<file path="src/rtl/serial_tx.sv">
// -----------------------------------------------------------------------------
// serial_tx - framed parallel-in / serial-out transmitter.
//
// Accepts one DATA_WIDTH-bit word through a valid/ready handshake. It then
// drives it onto a single line as: start bit (0), data bits LSB first, and
// stop bit (1). Each bit is held for CLKS_PER_BIT cycles. The line idles high.
//
// Ports:
//   i_clk    system clock, rising edge
//   i_rst    synchronous active-high reset (aborts any frame in flight)
//   i_data   word to send, captured only on the accepting edge
//   i_valid  producer has a word on i_data
//   o_ready  high only in IDLE; a word is taken when i_valid && o_ready
//   o_tx     serial line output, registered-state driven
//   o_busy   high for the whole frame (START/DATA/STOP)
//   o_done   single-cycle pulse in the first IDLE cycle after the stop bit
// -----------------------------------------------------------------------------
module serial_tx #(
    parameter int DATA_WIDTH   = 8,
    parameter int CLKS_PER_BIT = 4
) (
    input  logic                  i_clk,
    input  logic                  i_rst,
    input  logic [DATA_WIDTH-1:0] i_data,
    input  logic                  i_valid,
    output logic                  o_ready,
    output logic                  o_tx,
    output logic                  o_busy,
    output logic                  o_done
);

    // Both counters are at least 1 bit wide. This keeps the degenerate
    // parameter values (DATA_WIDTH=1, CLKS_PER_BIT=1) legal.
    localparam int CW = (CLKS_PER_BIT > 1) ? $clog2(CLKS_PER_BIT) : 1;
    localparam int BW = (DATA_WIDTH   > 1) ? $clog2(DATA_WIDTH)   : 1;

    localparam logic [CW-1:0] CYC_LAST = CW'(CLKS_PER_BIT - 1);
    localparam logic [CW-1:0] CYC_ONE  = CW'(1);
    localparam logic [BW-1:0] BIT_LAST = BW'(DATA_WIDTH - 1);
    localparam logic [BW-1:0] BIT_ONE  = BW'(1);

    typedef enum logic [1:0] {
        IDLE  = 2'd0,
        START = 2'd1,
        DATA  = 2'd2,
        STOP  = 2'd3
    } state_t;

    state_t                state_q,   state_d;
    logic [DATA_WIDTH-1:0] shreg_q,   shreg_d;
    logic [BW-1:0]         bit_cnt_q, bit_cnt_d;
    logic [CW-1:0]         cyc_cnt_q, cyc_cnt_d;
    logic                  done_q,    done_d;

    // Last cycle of the current bit period. With CLKS_PER_BIT=1 this is
    // always true, so every state advances on each edge.
    logic bit_end;
    assign bit_end = (cyc_cnt_q == CYC_LAST);

    // ------------------------------------------------------------------
    // State register
    // ------------------------------------------------------------------
    always_ff @(posedge i_clk) begin
        if (i_rst) begin
            state_q   <= IDLE;
            shreg_q   <= '0;
            bit_cnt_q <= '0;
            cyc_cnt_q <= '0;
            done_q    <= 1'b0;
        end else begin
            state_q   <= state_d;
            shreg_q   <= shreg_d;
            bit_cnt_q <= bit_cnt_d;
            cyc_cnt_q <= cyc_cnt_d;
            done_q    <= done_d;
        end
    end

    // ------------------------------------------------------------------
    // Next-state logic
    // ------------------------------------------------------------------
    always_comb begin
        state_d   = state_q;
        shreg_d   = shreg_q;
        bit_cnt_d = bit_cnt_q;
        cyc_cnt_d = cyc_cnt_q;
        done_d    = 1'b0;

        unique case (state_q)
            IDLE: begin
                cyc_cnt_d = '0;
                bit_cnt_d = '0;
                // o_ready is high throughout IDLE, so i_valid alone accepts.
                if (i_valid) begin
                    shreg_d = i_data;
                    state_d = START;
                end
            end

            START: begin
                if (bit_end) begin
                    cyc_cnt_d = '0;
                    state_d   = DATA;
                end else begin
                    cyc_cnt_d = cyc_cnt_q + CYC_ONE;
                end
            end

            DATA: begin
                if (bit_end) begin
                    cyc_cnt_d = '0;
                    shreg_d   = shreg_q >> 1;
                    if (bit_cnt_q == BIT_LAST) begin
                        bit_cnt_d = '0;
                        state_d   = STOP;
                    end else begin
                        bit_cnt_d = bit_cnt_q + BIT_ONE;
                    end
                end else begin
                    cyc_cnt_d = cyc_cnt_q + CYC_ONE;
                end
            end

            STOP: begin
                if (bit_end) begin
                    cyc_cnt_d = '0;
                    state_d   = IDLE;
                    done_d    = 1'b1;
                end else begin
                    cyc_cnt_d = cyc_cnt_q + CYC_ONE;
                end
            end

            default: begin
                state_d = IDLE;
            end
        endcase
    end

    // ------------------------------------------------------------------
    // Outputs: decoded from registered state only
    // ------------------------------------------------------------------
    assign o_ready = (state_q == IDLE);
    assign o_busy  = (state_q != IDLE);
    assign o_done  = done_q;

    always_comb begin
        o_tx = 1'b1;
        unique case (state_q)
            IDLE:    o_tx = 1'b1;
            START:   o_tx = 1'b0;
            DATA:    o_tx = shreg_q[0];
            STOP:    o_tx = 1'b1;
            default: o_tx = 1'b1;
        endcase
    end

endmodule

</file>
<file path="config.mk">
export PLATFORM = sky130hd
export DESIGN_NAME = serial_tx
export DESIGN_NICKNAME = d
export VERILOG_FILES = /design/src/rtl/serial_tx.sv
export SDC_FILE = /design/constraint.sdc
export NUM_CORES = 1
export LEC_CHECK = 0
export BUFFER_PORTS_ARGS = -buffer_cell sky130_fd_sc_hd__buf_2
export CAP_MARGIN = 20
export CORE_ASPECT_RATIO = 0.6
export CORE_UTILIZATION = 40
export CTS_CLUSTER_DIAMETER = 40
export DETAILED_ROUTE_END_ITERATION = 8
export MAX_ROUTING_LAYER = met4
export PLACE_DENSITY = 0.59
export SYNTH_ARGS = -nofsm -noshare
export SYNTH_HDL_FRONTEND = slang
export SYNTH_SLANG_ARGS = --single-unit
</file>
<file path="constraint.sdc">
create_clock -name i_clk -period 3.46 [get_ports i_clk]
set_input_delay 0.519 -clock i_clk [delete_from_list [all_inputs] [get_ports i_clk]]
set_output_delay 0.519 -clock i_clk [all_outputs]
set_load 0.005 [all_outputs]
</file>
==> impl_metrics.env, run 1 <==
export IMPL_ys_async_sr_fraction_pct=0
export IMPL_yosysSeqAreaShare_pct=34.1
export IMPL_rows=13
export IMPL_grtUsageTotal_pct=16.6
export IMPL_vdd_drop_max_v=0.000374
export IMPL_slowest_stage="dfxtp_1"
export IMPL_dp_cells=127
export IMPL_finalSetupViolations=0
export IMPL_syn_area_per_cell_um2=10.7
export IMPL_dieArea_um2=2550
export IMPL_finalClockSkew_ns=0.00220
export IMPL_worstPathRequired_ns=2.94
export IMPL_overflow=0
export IMPL_routedWlPerCell_um=13.3
export IMPL_slew_headroom_pct=60.8
export IMPL_initial_utilization_pct=42.7
export IMPL_fin_tns_setup_ns=0
export IMPL_syn_area_um2=938
export IMPL_end_kind="output pin"
export IMPL_root_buffer="clkbuf_8"
export IMPL_cts_tree="built"
export IMPL_cp_arrival_ns=1.42
export IMPL_grt_pass1_vias=588
export IMPL_buffer_ports_inserted=14
export IMPL_p_per_area_nw_per_um2=932
export IMPL_drc_errors=0
export IMPL_clock_fmax_mhz=516
export IMPL_die_y_um=39.5
export IMPL_critical_path_class="reg2out"
export IMPL_syn_nets=109
export IMPL_die_w_um=64.5
export IMPL_post_cts_buffers=0
export IMPL_outcome="completed"
export IMPL_drtIter0Drc=17
export IMPL_report_final_slew_viol_count=0
export IMPL_antenna_found_initial=0
export IMPL_critPathTopFamily="flip-flops"
export IMPL_r2r_slack_ns=1.70
export IMPL_n_antenna_cell=0
export IMPL_rsz0062_at_grt="no"
export IMPL_synthCells=88
export IMPL_ff2ff_path_depth=5
export IMPL_synth_seq_cells=16
export IMPL_r2r_end="state_q[1]$_SDFFE_PP0P_"
export IMPL_cap_violations=0
export IMPL_cts_buffers=3
export IMPL_crit_fanout=5
export IMPL_hold_violations=0
export IMPL_synth_enable_flop_cells=0
export IMPL_nets=123
export IMPL_dr_pass1_iters=4
export IMPL_crit_start="state_q[0]$_SDFFE_PP0P_"
export IMPL_leakage_nw=0.433
export IMPL_cp_depth=5
export IMPL_hold_buffers=0
export IMPL_drt_wl_total_mm=1.74
export IMPL_synth_ff_type="dfxtp_1"
export IMPL_drive_above_1_share_pct=30.7
export IMPL_period_share_pct=56.0
export IMPL_clk_pin_slew_worst_paths_ns=0.07
export IMPL_ant_nets=0
export IMPL_crit_path_end="o_tx"
export IMPL_path_cells="inv_1 -> ha_1 -> nand2_1 -> a21oi_1 -> buf_2"
export IMPL_io_pins=15
export IMPL_reg2reg_from="state_q[0]$_SDFFE_PP0P_"
export IMPL_num_vias=671
export IMPL_tightest_slew_ns=0.588
export IMPL_areaGrowthSynthToFinish_pct=13.1
export IMPL_dp_hpwl_mm=1.27
export IMPL_fin_crit_ns=1.94
export IMPL_yosys_warnings=0
export IMPL_hold_class="reg2reg"
export IMPL_final_core_util_pct=48.3
export IMPL_gp_congestion=0.643
export IMPL_critPathBufInv=2
export IMPL_cts_path_max_buffers=2
export IMPL_cts_htree_levels=1
export IMPL_ctsResizeCount=0
export IMPL_cpPeakStageDelay_ns=0.36
export IMPL_vias_per_cell=5.12
export IMPL_fp_coreArea_um2=2200
export IMPL_grt_pass1_wl_mm=2.88
export IMPL_grt_max_degree=19
export IMPL_final_cells=131
export IMPL_holdPathStages=2
export IMPL_cp_start_kind="register"
export IMPL_clock_latency_ns=0.25
export IMPL_synth_cell_types=26
export IMPL_cts_sinks=16
[registers in the layout, indices dropped and copies added, names as in the netlist]
signal and cells:
shreg_q 8, bit_cnt_q 3, state_q 2, cyc_cnt_q 2, o_done 1
[worst min path at each step]
stage,start,end,slack [ns]
4_1_cts,bit_cnt_q[1]$_SDFFE_PP0P_,bit_cnt_q[1]$_SDFFE_PP0P_,0.46
6_report,bit_cnt_q[1]$_SDFFE_PP0P_,bit_cnt_q[1]$_SDFFE_PP0P_,0.46
5_1_grt,bit_cnt_q[1]$_SDFFE_PP0P_,bit_cnt_q[1]$_SDFFE_PP0P_,0.48
3_3_place_gp,bit_cnt_q[1]$_SDFFE_PP0P_,bit_cnt_q[1]$_SDFFE_PP0P_,0.45
2_1_floorplan,cyc_cnt_q[0]$_SDFF_PP0_,cyc_cnt_q[0]$_SDFF_PP0_,0.43
3_5_place_dp,bit_cnt_q[1]$_SDFFE_PP0P_,bit_cnt_q[1]$_SDFFE_PP0P_,0.45
[layout by cell type, fill, tap and decap left out]
master	netlist	routed
mux2_4	1	1
ha_1	10	10
o21bai_1	1	1
nor2_4	1	1
buf_2	2	14
mux2i_2	1	1
clkbuf_8	0	4
nor2_1	1	1
mux2i_1	9	9
nor4_1	1	1
nor2b_4	1	1
dfxtp_1	16	16
nand4b_1	2	2
a211oi_2	7	7
nand2b_1	4	4
a2111oi_4	1	1
nor4b_1	1	1
nand3_1	2	2
a21oi_1	12	12
nor2b_1	1	1
o21ba_2	1	1
nand2_1	5	5
o21ai_0	1	1
inv_1	4	4
[kinds of logic after synthesis]
group | after synthesis | synth area share, %
AOI/OAI and AO/OA | 23 | 21.1
and+or+nand+nor | 19 | 12.9
DFF | 16 | 34.1
muxes | 11 | 12.7
adders and majority gates | 10 | 13.3
buffers and inverters | 9 | 5.87
[Yosys cell counts, drive strengths merged (2+ instances only)]
| master | count | area (um^2) |
|---|---|---|
| inv | 4 | 15.0 |
| a21oi | 12 | 60.1 |
| buf | 4 | 36.3 |
| nand2 | 5 | 18.8 |
| nand3 | 2 | 10.0 |
| a211oi | 7 | 87.6 |
| nand2b | 4 | 25.0 |
| nor2 | 2 | 15.0 |
| ha | 10 | 125 |
| mux2i | 10 | 104 |
| nand4b | 2 | 17.5 |
| dfxtp | 16 | 320 |
| nor2b | 2 | 20.0 |
[power breakdown]
group / internal [mW] / leakage [nW] / switching (mW)
sequential: 0.252 / 0.131 / 0.0453
combinational: 0.234 / 0.273 / 0.286
clock: 0.101 / 0.0288 / 0.0698
[routing by layer]
layer	vias to the layer above	routed length (um)	track usage, %
met5	-	0	-
met4	0	7	3.33
met3	2	63	6.98
met2	11	781	23.7
met1	317	887	21.7
li1	341	-	-
[per-stage QoR]
| stage | power [mW] | hold slack, ns | instance area [um^2] | setup WS, ns |
|---|---|---|---|---|
| after CTS | 1.00 | 0.464 | 1060 | 1.50 |
| after detailed placement | 0.829 | 0.454 | 1010 | 1.70 |
| final | 0.989 | 0.462 | 1060 | 1.52 |
| after global routing | 1.07 | 0.478 | 1060 | 1.38 |
| after floorplan | 0.753 | 0.435 | 938 | 1.90 |
| after global placement | 0.811 | 0.446 | 1010 | 1.76 |
[cell type report]
type / instances / area (um^2)
Tap cell: 30 / 37.5
Timing Repair Buffer: 14 / 70.1
Inverter: 4 / 15.0
Clock buffer: 4 / 55.1
Sequential cell: 16 / 320
Multi-Input combinational cell: 63 / 563
Fill cell: 226 / 1130
[tightest hold or removal path, stage by stage (launching register included)]
cell and delay (ns):
dfxtp_1 0.32, nand2_1 0.05, a21oi_1 0.05
(Power assumes the default switching activity.)
==> run 2: changes to the inputs <==
--- a/config.mk
+++ b/config.mk
@@ -5,6 +5,7 @@
 export SDC_FILE = /design/constraint.sdc
 export NUM_CORES = 1
 export LEC_CHECK = 0
+export ABC_AREA = 1
 export BUFFER_PORTS_ARGS = -buffer_cell sky130_fd_sc_hd__buf_2
 export CAP_MARGIN = 20
 export CORE_ASPECT_RATIO = 0.6
@@ -12,7 +13,7 @@
 export CTS_CLUSTER_DIAMETER = 40
 export DETAILED_ROUTE_END_ITERATION = 8
 export MAX_ROUTING_LAYER = met4
-export PLACE_DENSITY = 0.59
+export PLACE_DENSITY = 0.61
 export SYNTH_ARGS = -nofsm -noshare
 export SYNTH_HDL_FRONTEND = slang
 export SYNTH_SLANG_ARGS = --single-unit
==> constraint.sdc (replaced) <==
create_clock -name i_clk -period 1.7 [get_ports i_clk]
set_input_delay 0.255 -clock i_clk [delete_from_list [all_inputs] [get_ports i_clk]]
set_output_delay 0.255 -clock i_clk [all_outputs]
set_load 0.005 [all_outputs]
==> run 2 against run 1 <==
Sequential share of layout area up 1.2 points; critical endpoint unchanged; clock power up 46%; register-to-register slack worse by 1.4 ns; critical path depth down 1; via count up 17%.
==> impl_metrics.env, run 2 <==
export IMPL_dr_pass1_iters=4
export IMPL_period_share_pct=91.4
export IMPL_yosysMostFrequentCell="nor2_1"
export IMPL_overflow=0
export IMPL_yosys_area_top_type="dfxtp_1"
export IMPL_syn_area_um2=877
export IMPL_slew_headroom_pct=81.0
export IMPL_seq_area_um2=323
export IMPL_p_per_area_nw_per_um2=1590
export IMPL_die_w_um=62.5
export IMPL_tightest_slew_ns=0.285
export IMPL_final_common_cell="nor2_1"
export IMPL_clk_pin_slew_worst_paths_ns=0.10
export IMPL_clock_latency_ns=0.29
export IMPL_gr_usage_met1_pct=23.6
export IMPL_vdd_drop_max_v=0.000619
export IMPL_drc_errors=0
export IMPL_dp_hpwl_mm=1.37
export IMPL_leakage_nw=0.542
export IMPL_dieArea_um2=2390
export IMPL_reg_top3="shreg_q x8, bit_cnt_q x3"
export IMPL_drive_above_1_share_pct=21.4
export IMPL_rows=12
export IMPL_r2r_slack_ns=0.28
export IMPL_crit_fanout=5
export IMPL_holdPathStages=2
export IMPL_end_kind="output pin"
export IMPL_cp_arrival_ns=1.30
export IMPL_cap_violations=0
export IMPL_synth_top_cell_area_share_pct=36.5
export IMPL_die_y_um=38.3
export IMPL_cts_htree_levels=1
export IMPL_vias_per_cell=4.52
export IMPL_gp_congestion=0.810
export IMPL_ant_nets=0
export IMPL_yosys_warnings=0
export IMPL_clock_fmax_mhz=644
export IMPL_grt_pass1_vias=716
export IMPL_rsz0062_at_grt="no"
export IMPL_io_pins=15
export IMPL_worstPathRequired_ns=1.44
export IMPL_finalClockSkew_ns=0.00817
export IMPL_outcome="completed"
export IMPL_nets=167
export IMPL_cts_tree="built"
export IMPL_met3_usage_pct=5.65
export IMPL_regMostFlops="shreg_q"
export IMPL_drtIter0Drc=46
export IMPL_cts_buffers=3
export IMPL_critical_path_class="reg2out"
export IMPL_hold_class="in2reg"
export IMPL_ff2ff_path_depth=7
export IMPL_areaGrowthSynthToFinish_pct=17.4
export IMPL_grt_pass1_wl_mm=3.11
export IMPL_cts_path_max_buffers=2
export IMPL_grtUsageTotal_pct=17.9
export IMPL_top_usage_layer="met2"
export IMPL_yosys_top_cells_area="dfxtp_1 37%, ha_1 14%, nor2_1 14%"
export IMPL_num_vias=782
export IMPL_ys_async_sr_fraction_pct=0
export IMPL_holdPathEnd="o_done$_SDFF_PP0_"
export IMPL_dp_cells=169
export IMPL_antenna_found_initial=0
export IMPL_synth_cell_types=16
export IMPL_fin_tns_setup_ns=0
export IMPL_fp_coreArea_um2=1950
export IMPL_drt_wl_total_mm=1.69
export IMPL_synth_seq_cells=16
export IMPL_buffer_ports_inserted=14
export IMPL_r2r_end="shreg_q[1]$_SDFFE_PP0P_"
export IMPL_largest_register_ffs=8
export IMPL_synth_enable_flop_cells=0
export IMPL_initial_utilization_pct=44.9
export IMPL_report_final_slew_viol_count=0
export IMPL_synthCells=127
export IMPL_ys_top_cells_by_count="33 x nor2_1, 29 x nand2_1, 16 x dfxtp_1"
export IMPL_reg2reg_from="state_q[1]$_SDFFE_PP0P_"
export IMPL_fill_cells=204
export IMPL_syn_nets=148
export IMPL_cp_start_kind="register"
export IMPL_final_cell_mix="33 x nor2_1, 29 x nand2_1, 14 x dfxtp_1, 14 x buf_2, 11 x o21ai_1"
export IMPL_finalSetupViolations=0
export IMPL_final_cells=173
export IMPL_cts_sinks=16
export IMPL_design_area_um2=1030
export IMPL_multi_input_area_um2=489
export IMPL_fin_crit_ns=1.55
export IMPL_post_cts_buffers=0
export IMPL_yosysSeqAreaShare_pct=36.5
export IMPL_syn_area_per_cell_um2=6.91
export IMPL_grt_max_degree=15
export IMPL_synth_ff_type="dfxtp_1"
export IMPL_routedWlPerCell_um=9.76
export IMPL_use_met2_pct=26.4
export IMPL_min_from="i_rst"
export IMPL_root_buffer="clkbuf_4"
export IMPL_hold_violations=0
export IMPL_dpl_cell_area_um2=988
export IMPL_n_antenna_cell=0
[run 2: changes by cell type after synthesis, sizes merged, moves of 3 or more]
cell	previous run	this run
nor2	2	33
nand2	5	31
buf	4	1
mux2i	10	0
inv	4	14
o21ai	1	12
a21oi	12	3
a211oi	7	0
nand2b	4	0
[run 2: per-stage QoR]
stage	hold slack [ns]	setup slack, ns	total power, mW	util [%]
floorplan	0.327	0.359	1.18	-
finish	0.137	0.147	1.64	52.8
detailed placement	0.448	0.216	1.40	50.6
global placement	0.439	0.277	1.38	50.6
global route	0.139	0.0171	1.82	52.8
CTS	0.128	0.0572	1.65	52.5
[run 2: power by group]
| group | switching [mW] | internal (mW) |
|---|---|---|
| clock network | 0.119 | 0.130 |
| registers | 0.0786 | 0.498 |
| logic | 0.503 | 0.307 |
| total | 0.700 | 0.935 |
[run 2: worst max-delay path, cell delays in order, from the launching register on]
cell and delay [ns]:
dfxtp_2 0.37, inv_1 0.08, ha_1 0.31, a21oi_1 0.14
buf_2 0.12
[run 2: routing by layer]
layer | up-vias | wire length (um)
met5 | - | 0
met4 | 0 | 13
met3 | 2 | 96
met2 | 20 | 674
met1 | 330 | 905
li1 | 430 | -
[run 2: cell type report]
type | count | share of cell area [%]
tap | 28 | 3.40
clock buffer | 4 | 3.52
timing repair buffer | 16 | 8.26
sequential | 16 | 31.3
inverter | 15 | 5.95
multi-input combinational | 94 | 47.5
[run 2: worst max path at each step]
stage | slack (ns) | startpoint | cells past startpoint | endpoint
floorplan | 0.36 | state_q[0]$_SDFFE_PP0P_ | 6 | shreg_q[0]$_SDFFE_PP0P_
global placement | 0.28 | state_q[0]$_SDFFE_PP0P_ | 6 | shreg_q[2]$_SDFFE_PP0P_
detailed placement | 0.22 | state_q[0]$_SDFFE_PP0P_ | 6 | shreg_q[1]$_SDFFE_PP0P_
CTS | 0.06 | state_q[0]$_SDFFE_PP0P_ | 4 | o_tx
global route | 0.02 | state_q[1]$_SDFFE_PP0P_ | 4 | o_tx
finish | 0.15 | state_q[0]$_SDFFE_PP0P_ | 4 | o_tx
[run 2: what timing repair did]
item	CTS	global route
hold buffers	0	0
endpoints found under the setup margin	0	1
resized for setup	0	3
[run 2: cell families after synthesis]
group	after synthesis	synth area share, %
buffers and inverters	17	7.99
and+or+nand+nor	69	31.4
adders and majority gates	10	14.3
AOI/OAI and AO/OA	15	9.84
DFF	16	36.5
==> run 3: changes to the inputs <==
--- a/config.mk
+++ b/config.mk
@@ -6,11 +6,11 @@
 export NUM_CORES = 1
 export LEC_CHECK = 0
 export ABC_AREA = 1
-export BUFFER_PORTS_ARGS = -buffer_cell sky130_fd_sc_hd__buf_2
+export ABC_CLOCK_PERIOD_IN_PS = 1700
+export BUFFER_PORTS_ARGS = -buffer_cell sky130_fd_sc_hd__buf_4
 export CAP_MARGIN = 20
 export CORE_ASPECT_RATIO = 0.6
 export CORE_UTILIZATION = 40
-export CTS_CLUSTER_DIAMETER = 40
 export DETAILED_ROUTE_END_ITERATION = 8
 export MAX_ROUTING_LAYER = met4
 export PLACE_DENSITY = 0.61
==> run 3 against run 2 <==
Register-to-register slack got worse by 0.04 ns; global-route usage decreased by 0.18 points; sequential share of layout area decreased by 0.63 points; clock power decreased by 22%; setup slack got worse by 0.046 ns; worst hold slack improved by 0.0041 ns; final area increased by 2.1%; sequential power about the same; maximum frequency decreased by 2.9%; clock skew decreased by 0.0025 ns; total power decreased by 1.0%; non-clock buffer count unchanged.
==> impl_metrics.env, run 3 (same netlist as run 2, synthesis figures left out) <==
export IMPL_outcome="completed"
export IMPL_report_final_slew_viol_count=0
export IMPL_seqPwrFrac_pct=35.4
export IMPL_nets=167
export IMPL_crit_fanout=5
export IMPL_r2r_end="shreg_q[0]$_SDFFE_PP0P_"
export IMPL_min_from="i_rst"
export IMPL_design_area_um2=1050
export IMPL_fin_crit_ns=1.60
export IMPL_reg_top3="shreg_q x8, bit_cnt_q x3"
export IMPL_cts_path_max_buffers=2
export IMPL_root_buffer="clkbuf_4"
export IMPL_holdPathEnd="o_done$_SDFF_PP0_"
export IMPL_final_core_util_pct=53.8
export IMPL_fp_coreArea_um2=1950
export IMPL_tightest_slew_ns=0.303
export IMPL_io_pins=15
export IMPL_dieArea_um2=2390
export IMPL_clkPwrFrac_pct=12.0
export IMPL_cp_start_kind="register"
export IMPL_holdPathStages=2
export IMPL_hold_class="in2reg"
export IMPL_report_power_total_mw=1.62
export IMPL_post_cts_buffers=0
export IMPL_drive_above_1_share_pct=20.8
export IMPL_cts_tree="built"
export IMPL_final_common_cell="nor2_1"
export IMPL_reg2reg_from="state_q[0]$_SDFFE_PP0P_"
export IMPL_critPathTopFamily="flip-flops"
export IMPL_vdd_drop_max_v=0.000677
export IMPL_grtUsageTotal_pct=17.7
export IMPL_hold_violations=0
export IMPL_vias_per_cell=4.55
export IMPL_worstPathRequired_ns=1.44
export IMPL_antenna_found_initial=0
export IMPL_drc_errors=0
export IMPL_gr_usage_met1_pct=22.2
export IMPL_finalSetupViolations=0
export IMPL_routedWlPerCell_um=10.1
export IMPL_period_share_pct=94.1
export IMPL_hold_buffers=0
export IMPL_p_int_mw=0.919
export IMPL_cap_violations=0
export IMPL_clock_fmax_mhz=625
export IMPL_n_antenna_cell=0
export IMPL_grt_max_degree=15
export IMPL_cp_arrival_ns=1.34
export IMPL_switching_share_pct=43.2
export IMPL_cts_sinks=16
export IMPL_final_cell_mix="33 x nor2_1, 29 x nand2_1, 16 x buf_4"
export IMPL_top_usage_layer="met2"
export IMPL_critPathBufInv=2
export IMPL_clk_pin_slew_worst_paths_ns=0.09
export IMPL_finalClockSkew_ns=0.00564
export IMPL_grt_pass1_wl_mm=3.06
export IMPL_combPwrFrac_pct=52.5
export IMPL_drt_wl_total_mm=1.74
export IMPL_r2r_slack_ns=0.24
export IMPL_leakage_nw=0.546
export IMPL_drtIter0Drc=38
export IMPL_buffer_ports_inserted=14
export IMPL_grt_pass1_vias=731
export IMPL_fill_cells=205
export IMPL_die_w_um=62.5
export IMPL_overflow=0
export IMPL_gp_congestion=0.789
export IMPL_path_cells="inv_1 -> ha_1 -> a21oi_1 -> buf_4"
export IMPL_rsz0062_at_grt="no"
export IMPL_clock_latency_ns=0.28
export IMPL_slew_headroom_pct=79.8
export IMPL_end_kind="output pin"
export IMPL_fin_tns_setup_ns=0
export IMPL_met3_usage_pct=6.85
export IMPL_largest_register_ffs=8
export IMPL_num_vias=782
export IMPL_dpl_cell_area_um2=1020
export IMPL_areaGrowthSynthToFinish_pct=19.8
export IMPL_critical_path_class="reg2out"
export IMPL_rows=12
export IMPL_initial_utilization_pct=44.9
export IMPL_die_y_um=38.3
export IMPL_use_met2_pct=27.4
export IMPL_worst_slack_ns=0.100
export IMPL_p_per_area_nw_per_um2=1540
export IMPL_cts_buffers=3
export IMPL_cpPeakStageDelay_ns=0.38
export IMPL_dp_hpwl_mm=1.39
export IMPL_slowest_stage="dfxtp_2"
export IMPL_regMostFlops="shreg_q"
export IMPL_dr_pass1_iters=5
export IMPL_ant_nets=0
export IMPL_dpl_worst_slack_ns=0.205
export IMPL_p_switching_mw=0.700
export IMPL_cts_htree_levels=1
export IMPL_ff2ff_path_depth=8
[run 3: changes by cell type in the layout (fill, tap and decap cells not counted), sizes merged]
cell / delta
clkbuf: -1
[run 3: how the worst max path moves through the flow]
stage | start | endpoint | depth (start not counted)
floorplan | state_q[0]$_SDFFE_PP0P_ | shreg_q[0]$_SDFFE_PP0P_ | 6
global placement | state_q[0]$_SDFFE_PP0P_ | shreg_q[3]$_SDFFE_PP0P_ | 6
detailed placement | state_q[0]$_SDFFE_PP0P_ | shreg_q[4]$_SDFFE_PP0P_ | 6
CTS | state_q[0]$_SDFFE_PP0P_ | o_tx | 4
global route | state_q[0]$_SDFFE_PP0P_ | o_tx | 4
finish | state_q[0]$_SDFFE_PP0P_ | o_tx | 4
[run 3: cell type report]
type                            instances  area (um^2)  share of cell area (%)
Tap cell                               28         35.0                    3.33
Inverter                               15         61.3                    5.83
Timing Repair Buffer                   16          120                    11.4
Sequential cell                        16          323                    30.7
Multi-Input combinational cell         94          489                    46.5
Clock buffer                            3         22.5                    2.14
[run 3: worst reg2reg max path, delay by kind of cell (launching register included)]
family | cells | cell delay [ns]
flip-flops | 1 | 0.35
AND/OR/NAND/NOR | 3 | 0.27
adder cells (fa/ha/maj) | 1 | 0.25
AO/OA/AOI/OAI | 1 | 0.23
buffers and inverters | 3 | 0.30
[run 3: routing by layer]
layer  up-vias  routed length [um]
met5         -                   0
met4         0                   5
met3         2                 110
met1       334                 943
li1        427                   -
met2        19                 682
[run 3: power by group through the flow]
stage	Combinational [mW]	Clock, mW	Sequential (mW)
2_1_floorplan	0.617	0	0.561
3_3_place_gp	0.839	0	0.574
6_report	0.850	0.195	0.573
3_5_place_dp	0.846	0	0.579
5_1_grt	0.982	0.218	0.592
4_1_cts	0.849	0.203	0.570
[run 3: per-stage QoR]
step,cells,hold slack (ns)
2_1_floorplan,127,0.327
3_3_place_gp,169,0.430
3_5_place_dp,169,0.448
4_1_cts,172,0.138
5_1_grt,172,0.134
6_report,172,0.141
[run 3: timing repair]
action / in CTS / in global routing
setup endpoints to repair: 0 / 1
hold endpoints to repair: 0 / 0
resized for setup: 0 / 3
